===== src/rtl/video_timing_gen.sv =====
// Raster timing generator: free-running pixel/line counters, porch/sync region
// decode, and a gated delay line that aligns sync/blank with a downstream pipeline.
module video_timing_gen #(
  parameter int H_ACTIVE    = 640,
  parameter int H_FP        = 16,
  parameter int H_SYNC      = 96,
  parameter int H_BP        = 48,
  parameter int V_ACTIVE    = 480,
  parameter int V_FP        = 10,
  parameter int V_SYNC      = 2,
  parameter int V_BP        = 33,
  parameter bit SYNC_POL    = 1'b0,
  parameter int SYNC_DLY    = 2,
  parameter int PIXEL_CTR_W = 10,
  parameter int LINE_CTR_W  = 9
) (
  input  logic                   rfr_clk,
  input  logic                   reset_n,
  input  logic                   en,
  output logic [PIXEL_CTR_W:0]   pixel_cnt,
  output logic [LINE_CTR_W:0]    line_cnt,
  output logic                   h_sync,
  output logic                   v_sync,
  output logic                   video_on,
  output logic                   frame_start,
  output logic                   line_start
);

  localparam int H_TOTAL = H_ACTIVE + H_FP + H_SYNC + H_BP;
  localparam int V_TOTAL = V_ACTIVE + V_FP + V_SYNC + V_BP;

  typedef logic [PIXEL_CTR_W:0] pix_t;
  typedef logic [LINE_CTR_W:0]  lin_t;

  localparam pix_t H_LAST = pix_t'(H_TOTAL - 1);
  localparam lin_t V_LAST = lin_t'(V_TOTAL - 1);

  typedef enum logic [1:0] {HS_ACT, HS_FP, HS_SYN, HS_BP} h_state_t;
  typedef enum logic [1:0] {VS_ACT, VS_FP, VS_SYN, VS_BP} v_state_t;

  typedef struct packed {
    logic h;
    logic v;
    logic on;
  } raw_t;

  localparam raw_t RAW_IDLE = '{h: ~SYNC_POL, v: ~SYNC_POL, on: 1'b0};

  h_state_t h_state;
  v_state_t v_state;
  raw_t     raw;
  logic     h_last;
  logic     v_last;

  assign h_last = (pixel_cnt == H_LAST);
  assign v_last = (line_cnt == V_LAST);

  always_ff @(posedge rfr_clk or negedge reset_n) begin
    if (!reset_n) begin
      pixel_cnt <= '0;
      line_cnt  <= '0;
    end else if (en) begin
      if (h_last) begin
        pixel_cnt <= '0;
        line_cnt  <= v_last ? '0 : line_cnt + lin_t'(1);
      end else begin
        pixel_cnt <= pixel_cnt + pix_t'(1);
      end
    end
  end

  // Region decode is done in int so a zero back porch cannot overflow the bounds.
  always_comb begin
    h_state = HS_BP;
    if (int'(pixel_cnt) < H_ACTIVE)                      h_state = HS_ACT;
    else if (int'(pixel_cnt) < H_ACTIVE + H_FP)          h_state = HS_FP;
    else if (int'(pixel_cnt) < H_ACTIVE + H_FP + H_SYNC) h_state = HS_SYN;
  end

  always_comb begin
    v_state = VS_BP;
    if (int'(line_cnt) < V_ACTIVE)                      v_state = VS_ACT;
    else if (int'(line_cnt) < V_ACTIVE + V_FP)          v_state = VS_FP;
    else if (int'(line_cnt) < V_ACTIVE + V_FP + V_SYNC) v_state = VS_SYN;
  end

  always_comb begin
    raw.h  = (h_state == HS_SYN) ? SYNC_POL : ~SYNC_POL;
    raw.v  = (v_state == VS_SYN) ? SYNC_POL : ~SYNC_POL;
    raw.on = (h_state == HS_ACT) && (v_state == VS_ACT);
  end

  assign line_start  = en && (pixel_cnt == '0);
  assign frame_start = line_start && (line_cnt == '0);

  generate
    if (SYNC_DLY == 0) begin : g_nodly
      // Counters read zero in reset, which decodes as visible; force idle levels.
      assign h_sync   = reset_n ? raw.h  : ~SYNC_POL;
      assign v_sync   = reset_n ? raw.v  : ~SYNC_POL;
      assign video_on = reset_n ? raw.on : 1'b0;
    end else begin : g_dly
      raw_t [SYNC_DLY-1:0] dly_pipe;

      always_ff @(posedge rfr_clk or negedge reset_n) begin
        if (!reset_n) begin
          dly_pipe <= {SYNC_DLY{RAW_IDLE}};
        end else if (en) begin
          dly_pipe[0] <= raw;
          for (int i = 1; i < SYNC_DLY; i++) dly_pipe[i] <= dly_pipe[i-1];
        end
      end

      assign h_sync   = dly_pipe[SYNC_DLY-1].h;
      assign v_sync   = dly_pipe[SYNC_DLY-1].v;
      assign video_on = dly_pipe[SYNC_DLY-1].on;
    end
  endgenerate

endmodule


===== config.mk =====
export PLATFORM = sky130hd
export DESIGN_NAME = video_timing_gen
export DESIGN_NICKNAME = d
export VERILOG_FILES = /design/src/rtl/video_timing_gen.sv
export SDC_FILE = /design/constraint.sdc
export NUM_CORES = 1
export LEC_CHECK = 0
export ABC_AREA = 1
export ABC_CLOCK_PERIOD_IN_PS = 2700
export BUFFER_PORTS_ARGS = -buffer_cell sky130_fd_sc_hd__buf_2
export CORE_MARGIN = 5
export CORE_UTILIZATION = 59
export DETAILED_ROUTE_END_ITERATION = 10
export PLACE_DENSITY = 0.84
export SLEW_MARGIN = 20
export SYNTH_ARGS = -nofsm -noshare
export SYNTH_HDL_FRONTEND = slang
export SYNTH_SLANG_ARGS = --single-unit
export TNS_END_PERCENT = 1

===== constraint.sdc =====
create_clock -name rfr_clk -period 2.7 [get_ports rfr_clk]
set_clock_uncertainty 0.15 [all_clocks]
set_input_delay 0.54 -clock rfr_clk [delete_from_list [all_inputs] [get_ports rfr_clk]]
set_output_delay 0.54 -clock rfr_clk [all_outputs]
set_load 0.01 [all_outputs]

==> results.py <==
metrics = {
    "finish": {
        "register_area_um2": 681,
        "fin_area_um2": 1820,
        "drive_gt1_frac": 0.242,
        "final_cell_count_no_fill": 271,
        "synthToLayoutAreaGrowth_pct": 10.2,
        "n_fill_cell": 247,
        "final_core_util": 0.671,
        "diodes": 0,
        "nets": 248,
        "multi_input_area_um2": 828,
    },
    "power_and_ir_drop": {
        "swShare": 0.403,
        "comb_power_share": 0.327,
        "seqPwrFrac": 0.518,
        "ir_drop_v": 0.000485,
        "powerDensity_nw_per_um2": 633,
        "intPower_uw": 686,
        "clkPwrFrac": 0.155,
        "p_leak_uw": 0.000920,
        "p_sw_uw": 464,
    },
    "logic_synthesis": {
        "yosysMostFrequentCell": "nand2_1",
        "synth_edf_count": 0,
        "ys_seq_elements": 27,
        "ys.flop_type": "dfrtp_1",
        "async_flop_share": 1.00,
        "avgSynthCellArea_um2": 7.71,
        "synth_top_area_cell": "dfrtp_1",
        "synth_cell_types": 34,
        "synth-simple-area-share": 0.386,
        "syn-cell-area_um2": 1650,
        "synth_xor_area_frac": 0.0318,
        "synth_area_leaders": "dfrtp_1 35%, nand2_1 12%, dfstp_2 6.4%",
        "ys_seq_area_frac": 0.412,
        "muxShareOfSynthArea": 0,
        "synth_common_cells": "53 x nand2_1, 26 x nor2_1, 23 x dfrtp_1",
        "synth_top_family_by_area": "simple AND/OR/NAND/NOR gates",
        "synth_compound_area_frac": 0.0538,
        "yosysTopAreaCellShare": 0.349,
        "syn-num-nets": 221,
        "syn_inst": 214,
        "synthAdderAreaFrac": 0.0303,
        "yosys_warnings": 0,
    },
    "clock_tree": {
        "clk_pin_slew_worst_paths_ns": 0.15,
        "cts_root_buf": "clkbuf_4",
        "clk_latency_ns": 0.33,
        "cts_max_path_buffers": 2,
        "cts_setup_buffers": 0,
        "cts_inserted_buffers": 3,
        "cts.sinks": 27,
        "post_cts_resize_count": 0,
        "ctsHoldBuffers": 0,
        "htree_levels": 1,
        "cts_tree": "done",
    },
    "die": {
        "io_pins": 29,
        "start_util": 0.609,
        "fp.dieW_um": 62.9,
        "die_y_um": 62.9,
        "core-area_um2": 2710,
        "rows": 19,
        "die_area_um2": 3960,
    },
    "grt": {
        "grt_remaining_overflow": 0,
        "grt_pass1_wl_um": 6300,
        "grt_pass1_vias": 1404,
        "track_usage": 0.191,
        "antenna_found_initial": 0,
        "grt_max_degree": 28,
    },
    "worst_setup_path": {
        "worst-path-buf-inv": 2,
        "crit_chain": "inv_1 -> ha_1 -> nor4b_1 -> nand2_1 -> nor3_1 -> buf_2",
        "endpoint_kind": "primary output",
        "critPathTopFamily": "simple AND/OR/NAND/NOR gates",
        "r2r-end": "line_cnt[4]$_DFFE_PN0P_",
        "r2r_start": "pixel_cnt[0]$_DFFE_PN0P_",
        "worstPathArrival_ns": 1.76,
        "start_kind": "register",
        "critical_path_required_ns": 2.01,
        "critPathMaxFanout": 4,
        "path_class": "reg2out",
        "max_stage_delay_ns": 0.42,
        "crit_slowest_cell": "dfrtp_1",
        "r2r_slack_ns": 0.99,
        "r2r_cells": 8,
    },
    "route": {
        "drtIter0Drc": 72,
        "num_vias": 1463,
        "routed.top_layer": "met4",
        "drc": 0,
        "viasPerCell": 5.40,
        "routed_wl_um": 3510,
        "first_pass_iters": 5,
        "post_drt_wl_per_cell_um": 13.0,
        "wirelength_met1_um": 1530,
        "met2_length_um": 1730,
        "routed-wl-met3_um": 213,
        "ant_nets": 0,
    },
    "sta": {
        "hold_viol_final": 0,
        "tns_ns": 0,
        "min_period_ns": 2.45,
        "period_share": 0.908,
        "rsz0062_at_grt": "no",
        "max_slew_margin": 0.610,
        "worst_pin_slew_ns": 0.585,
        "slew_violations": 0,
        "setup_viol": 0,
        "max_freq_mhz": 408,
    },
    "placement": {
        "dpl.hpwl_um": 2670,
        "io_buffers": 28,
        "place_area_um2": 1790,
        "place.gp.congestion": 0.865,
        "dp_cells": 267,
    },
    "job": {
        "cap_violations": 0,
    },
    "worst_hold_path": {
        "hold_class": "in2async",
    },
    "outcome": {
        "status": "finished clean",
    },
}
per-layer routing:
metal / vias to the layer above / track usage
li1: 742 / -
met1: 669 / 0.249
met2: 48 / 0.331
met3: 4 / 0.0324
met4: 0 / 0.0398
met5: - / 0
kinds of logic after synthesis:
group,Yosys count
AO/OA/AOI/OAI,15
XOR/XNOR,6
adder cells (fa/ha/maj),4
buffers and inverters,31
flip-flops,27
AND/OR/NAND/NOR,131
worst register-to-register path, stage by stage (launching register included):
cell,delay [ns]
dfrtp_1,0.42
ha_1,0.28
nand3_2,0.16
clkinv_2,0.09
nand3_4,0.11
nor2_8,0.19
inv_4,0.11
nand2_1,0.08
o21ai_1,0.06
area by class of cell:
class / count / area share
Inverter: 24 / 0.0530
Multi-Input combinational cell: 156 / 0.456
Tap cell: 31 / 0.0213
Timing Repair Buffer: 29 / 0.0812
Clock buffer: 4 / 0.0145
Sequential cell: 27 / 0.374
power groups by stage:
stage                     Combinational [µW]  Clock (µW)  Sequential, µW
after floorplan                          249           0             605
after global routing                     429         196             614
final                                    377         178             595
after global placement                   371           0             601
after detailed placement                 380           0             602
after CTS                                381         177             595
metrics by stage:
stage	setup slack [ns]	hold WS (ns)	total power, µW
floorplan	0.689	0.0944	854
global placement	0.634	0.306	973
detailed placement	0.623	0.309	983
CTS	0.250	0.0685	1150
global route	0.100	0.0829	1240
finish	0.249	0.0307	1150
worst max-delay path by stage:
| stage | slack, ns | end | from | cells after the start |
|---|---|---|---|---|
| final | 0.25 | frame_start | pixel_cnt[1]$_DFFE_PN0P_ | 6 |
| after global routing | 0.10 | frame_start | pixel_cnt[1]$_DFFE_PN0P_ | 6 |
| after CTS | 0.25 | frame_start | pixel_cnt[1]$_DFFE_PN0P_ | 6 |
| after detailed placement | 0.62 | frame_start | en | 6 |
| after global placement | 0.63 | frame_start | en | 6 |
| after floorplan | 0.69 | frame_start | en | 5 |
state kept, by name (all words and copies together), names as in the netlist:
| register | cells |
|---|---|
| h_sync | 1 |
| g_dly.dly_pipe | 3 |
| pixel_cnt | 11 |
| video_on | 1 |
| line_cnt | 10 |
| v_sync | 1 |
cell usage in the layout, fill, tap and decap left out, types with 3 or more instances in the layout:
cell type | synthesis | layout
ha_1 | 4 | 4
nand3_1 | 16 | 16
nand2_1 | 53 | 53
xor2_1 | 4 | 4
inv_1 | 18 | 18
o21ai_2 | 3 | 3
dfstp_2 | 4 | 4
nor3_1 | 7 | 7
dfrtp_1 | 23 | 23
nor2_1 | 26 | 26
buf_2 | 3 | 28
nand4_1 | 10 | 10
inv_2 | 3 | 3
clkbuf_4 | 0 | 3
o21ai_0 | 8 | 8
nand2_2 | 6 | 6
Note: power is estimated with default switching activity, not from simulation.
